`config.mk`:
```
export PLATFORM = sky130hd
export DESIGN_NAME = d_reg_bank
export DESIGN_NICKNAME = d
export VERILOG_FILES = /design/src/rtl/d_reg_bank.sv
export SDC_FILE = /design/constraint.sdc
export NUM_CORES = 1
export LEC_CHECK = 0
export CORE_UTILIZATION = 45
export DETAILED_ROUTE_END_ITERATION = 16
export DONT_BUFFER_PORTS = 1
export GPL_TIMING_DRIVEN = 0
export PLACE_DENSITY_LB_ADDON = 0.2
export SYNTH_ARGS = -nofsm -noshare
export SYNTH_HDL_FRONTEND = slang
export SYNTH_SLANG_ARGS = --single-unit
```
`constraint.sdc`:
```
create_clock -name clk -period 5.15 [get_ports clk]
set_clock_uncertainty 0.1 [all_clocks]
set_input_delay 0.515 -clock clk [delete_from_list [all_inputs] [get_ports clk]]
set_output_delay 0.515 -clock clk [all_outputs]
set_load 0.01 [all_outputs]
```
`src/rtl/d_reg_bank.sv`:
```
// Multi-channel clocked register bank: held value, valid flag, saturating load
// counter and delay line per channel. Change-detect pulse built only with D_REG_BANK_CHANGE_EN.
module d_reg_bank #(
   parameter int WIDTH    = 8,
   parameter int CHANNELS = 4,
   parameter int STAGES   = 2,
   parameter int CNT_W    = 4
) (
   input  logic                      clk,
   input  logic                      rst,
   input  logic [CHANNELS*WIDTH-1:0] d,
   input  logic [CHANNELS-1:0]       en,
   input  logic                      clr,
   output logic [CHANNELS*WIDTH-1:0] q,
   output logic [CHANNELS-1:0]       q_valid,
   output logic [CHANNELS*WIDTH-1:0] q_dly,
   output logic [CHANNELS*CNT_W-1:0] load_cnt,
   output logic [CHANNELS-1:0]       changed
);

   localparam logic [CNT_W-1:0] CNT_MAX = {CNT_W{1'b1}};

   logic [WIDTH-1:0]    val_q [CHANNELS];
   logic [WIDTH-1:0]    val_d [CHANNELS];
   logic [CHANNELS-1:0] valid_q;
   logic [CHANNELS-1:0] valid_d;
   logic [CNT_W-1:0]    cnt_q [CHANNELS];
   logic [CNT_W-1:0]    cnt_d [CHANNELS];
   logic [WIDTH-1:0]    dly_q [CHANNELS][STAGES];
   logic [WIDTH-1:0]    dly_d [CHANNELS][STAGES];

   // Next-state for held value, valid, counter and delay line; clr outranks en.
   always_comb begin
      for (int i = 0; i < CHANNELS; i++) begin
         val_d[i]    = val_q[i];
         valid_d[i]  = valid_q[i];
         cnt_d[i]    = cnt_q[i];
         dly_d[i][0] = val_q[i];
         for (int k = 1; k < STAGES; k++) begin
            dly_d[i][k] = dly_q[i][k-1];
         end
         if (clr) begin
            val_d[i]   = {WIDTH{1'b0}};
            valid_d[i] = 1'b0;
            cnt_d[i]   = {CNT_W{1'b0}};
            for (int k = 0; k < STAGES; k++) begin
               dly_d[i][k] = {WIDTH{1'b0}};
            end
         end else if (en[i]) begin
            val_d[i]   = d[i*WIDTH +: WIDTH];
            valid_d[i] = 1'b1;
            if (cnt_q[i] != CNT_MAX) begin
               cnt_d[i] = cnt_q[i] + CNT_W'(1);
            end else begin
               cnt_d[i] = CNT_MAX;
            end
         end else begin
            val_d[i]   = val_q[i];
            valid_d[i] = valid_q[i];
            cnt_d[i]   = cnt_q[i];
         end
      end
   end

   // State registers with asynchronous clear on rst.
   always_ff @(posedge clk or posedge rst) begin
      if (rst) begin
         valid_q <= {CHANNELS{1'b0}};
         for (int i = 0; i < CHANNELS; i++) begin
            val_q[i] <= {WIDTH{1'b0}};
            cnt_q[i] <= {CNT_W{1'b0}};
            for (int k = 0; k < STAGES; k++) begin
               dly_q[i][k] <= {WIDTH{1'b0}};
            end
         end
      end else begin
         valid_q <= valid_d;
         for (int i = 0; i < CHANNELS; i++) begin
            val_q[i] <= val_d[i];
            cnt_q[i] <= cnt_d[i];
            for (int k = 0; k < STAGES; k++) begin
               dly_q[i][k] <= dly_d[i][k];
            end
         end
      end
   end

`ifdef D_REG_BANK_CHANGE_EN
   logic [CHANNELS-1:0] chg_q;
   logic [CHANNELS-1:0] chg_d;

   // A load flags a change when the channel was empty or the data differs.
   always_comb begin
      chg_d = {CHANNELS{1'b0}};
      for (int i = 0; i < CHANNELS; i++) begin
         if (clr) begin
            chg_d[i] = 1'b0;
         end else if (en[i]) begin
            chg_d[i] = !valid_q[i] || (d[i*WIDTH +: WIDTH] != val_q[i]);
         end else begin
            chg_d[i] = 1'b0;
         end
      end
   end

   // Change-pulse register.
   always_ff @(posedge clk or posedge rst) begin
      if (rst) begin
         chg_q <= {CHANNELS{1'b0}};
      end else begin
         chg_q <= chg_d;
      end
   end

   assign changed = chg_q;
`else
   assign changed = {CHANNELS{1'b0}};
`endif

   assign q_valid = valid_q;

   for (genvar g = 0; g < CHANNELS; g++) begin : g_out
      assign q[g*WIDTH +: WIDTH]        = val_q[g];
      assign q_dly[g*WIDTH +: WIDTH]    = dly_q[g][STAGES-1];
      assign load_cnt[g*CNT_W +: CNT_W] = cnt_q[g];
   end

endmodule

```
==> summary.txt <==
Outcome
  – Status: finished clean

Critical path
  – CP endpoint kind: primary output
  – Critical Path RT: roughly 4.5 ns
  – Type of origin of the critical path: register
  – Critical Path Max Stage Delay: approximately 0.37 ns
  – Worst-path fanout max: 1
  – CP Depth: 1
  – Critical path cell sequence: buf_4
  – Worst path slowest cell: dfrtp_1
  – Reg2reg path depth: 3
  – Family with the most delay on the worst path: flip-flops
  – WP buf/inv: 1
  – Setup Crit Path Kind: register to primary output
  – Signal arrival time at the worst endpoint: 1.01 ns

Floorplan
  – Die area: 10800 um^2
  – Die X: slightly above 100 um
  – # rows: 36
  – Io pins: 127
  – Core outline area: slightly below 10000 um^2
  – Initial Utilization: 47.2%
  – Die Y: 104 um

Logic synthesis
  – Post-synth cell types: 21
  – Synth area leaders: dfrtp_1 (62%), nor2b_1 (9.1%), mux2i_1 (6.9%)
  – Sequential area share after synthesis: between 60 and 70%
  – Syn Inst Count: approximately 370
  – Share of the synthesized area in the top cell type: between 60% and 70%
  – Synth Area in XOR/XNOR: 0%
  – Syn Area/Cell: 12.7 um^2
  – Ys async rst share: between 90% and 100%
  – Compound-Gate Fraction of Synth Area: 4.17%
  – Area leader, netlist: dfrtp_1
  – Simple-gate portion of the synthesized area: between 10% and 20%
  – Mux share of post-synthesis cell area: under 10%
  – Synth Register Bits: 116
  – Most common cell in the netlist: dfrtp_1
  – Post-synth EDFFs: 0
  – Main combinational cell family by area after synthesis: simple AND/OR/NAND/NOR gates
  – Most used DFF post-synth: dfrtp_1
  – Top post-synthesis cells by count: dfrtp_1 (116), nor2b_1 (68), nor2_1 (44)
  – Post-synthesis adder-cell area fraction: 1.07%
  – Yosys warnings: 0
  – Syn Std Cell Area: 4680 um^2

Clock tree
  – CTS resizes: 0
  – Total CTS buffers: 17
  – Clk_lat worst skew: 0.51 ns
  – H-tree lvl count: 4
  – # clock sinks: between 100 and 150
  – Maximum clock insertion buffer count: 2
  – Clock transition at path regs: about 0.050 ns
  – CTS tree: done
  – Clock root buffer master: clkbuf_8

Layout
  – Fin util: 55.6%
  – Area grow syn2layout: 17.9%
  – Layout cells sized above 1: around 23%
  – N_diodes: 0
  – Fill cell total of the finished layout: 886
  – Final nets: roughly 430

Timing
  – Unrepaired setup endpoints after global routing: false
  – Fmax: about 600 MHz
  – Setup ws final: ~3.5 ns
  – Hold violation total from the final report: 0
  – Final min period: roughly 1.6 ns
  – Fin Hold WS: 0.0642 ns
  – Final worst path period share: 31.6%
  – Final setup violation count: 0
  – Final TNS setup: 0 ns
  – Final number of max-transition violations: 0

Global route
  – Antenna violations before repair: 0
  – Total grt overflow: 0
  – Vias in the first global route: 2564
  – Largest net degree at the start of global routing: between 70 and 80
  – GRT Total Usage: ~17%
  – First-pass GRT wire length: 13.5 mm

Placed design
  – Port Buffer Count: 0
  – RD Place Congestion: 0.702
  – Worst slack, placed: between 3 and 4 ns
  – Hpwl dp: between 5 and 6 mm

Route
  – Starting DRC count in detailed routing: 62
  – DRC viols: 0
  – Pre-antenna DRT Iters: 3
  – Via density per instance: around 4.8
  – Post-DRT Antenna Nets: 0
  – Final wirelength: between 8 and 9 mm
  – DR WL/cell: roughly 16 um
  – Total number of vias: between 2000 and 3000

Pwr
  – Cell Pwr Density: 421 nW/um^2
  – Worst vdd ir: about 210 uV
  – P_leak: about 2.8 nW

Job
  – Total of max-cap violations: 0

Hold path
  – Hold Crit Class: primary input to register
  – Hold path cells: 2
## flip-flops by register name, summed over array words and instances, names as in the netlist
| register | cells |
|---|---|
| dly_q | 32 |
| load_cnt | 16 |
| q_valid | 4 |
| q | 32 |
| q_dly | 32 |
## cell type report
cell class,count,area [um^2],area share (%)
plain buffers,57,479,8.69
clock buffers,22,463,8.40
clock inverters,10,153,2.77
inverters,5,23.8,0.431
multi-input cells,192,1290,23.3
flip-flops and latches,116,2900,52.7
well taps,133,166,3.02
repair buffers,2,37.5,0.681
## path summary, 6_finish.rpt
check	end	start	slack (ns)
worst max-delay path	q_dly[6]	q_dly[6]	3.52
worst max register to register	load_cnt[13]	load_cnt[12]	3.79
min in group asynchronous	dly_q[27]	rst	0.42
worst min-delay path	q[18]	d[18]	0.06
worst min register to register	q_dly[17]	dly_q[25]	0.35
max in group asynchronous	q[25]	rst	3.85
## routing by layer
metal  vias up  global-route usage, %  part of all wire (%)
met2        95                   26.0                    48
li1       1223                      -                     -
met4         0                   9.18                   2.3
met5         -                      0                     0
met3        17                   5.83                   6.3
met1      1244                   20.5                    44
## cell usage in the layout, fill, tap and decap left out
master / netlist / final
buf_2: 10 / 10
clkbuf_8: 0 / 4
a311oi_1: 4 / 4
nor2_1: 44 / 44
mux2i_1: 32 / 32
clkinvlp_4: 0 / 1
inv_1: 5 / 4
buf_12: 4 / 4
buf_4: 36 / 36
and4b_1: 4 / 4
inv_6: 0 / 1
a31oi_1: 4 / 4
clkbuf_1: 0 / 2
a41oi_1: 4 / 4
buf_6: 7 / 7
conb_1: 1 / 4
a21oi_1: 4 / 4
dlygate4sd3_1: 0 / 1
a211oi_2: 4 / 4
nor2b_1: 68 / 68
clkbuf_16: 0 / 16
and4_1: 4 / 4
nor3_1: 4 / 4
clkinv_2: 0 / 5
nand3_1: 4 / 4
buf_16: 0 / 1
bufinv_16: 0 / 4
dfrtp_1: 116 / 116
o21bai_1: 4 / 4
ha_1: 4 / 4
## timing repair
action | CTS | global route
endpoints found under the hold margin | 45 | 0
endpoints found under the setup margin | 0 | 0
hold buffers | 1 | 0
setup buffers | 0 | 0
## logic make-up (layout without fill, tap and decap cells)
kind of cell	after synthesis	count (layout)
AND/OR/NAND/NOR	128	128
flip-flops	116	116
buffers and inverters	62	96
multiplexers	32	32
AO/OA/AOI/OAI	24	24
adder cells (fa/ha/maj)	4	4
other	1	4
## power by group
group          internal (mW)  switching [mW]  total, mW
Combinational         0.0576          0.0730      0.131
Sequential             0.949          0.0385      0.988
Clock                  0.819           0.385       1.20
## through the flow
stage	instance area (um^2)	power, mW	cells
5_1_grt	5510	2.41	537
3_3_place_gp	4850	1.13	503
3_5_place_dp	4890	1.14	504
6_report	5510	2.32	537
2_1_floorplan	4690	1.10	370
4_1_cts	5510	2.35	537
(Power assumes the default switching activity.)
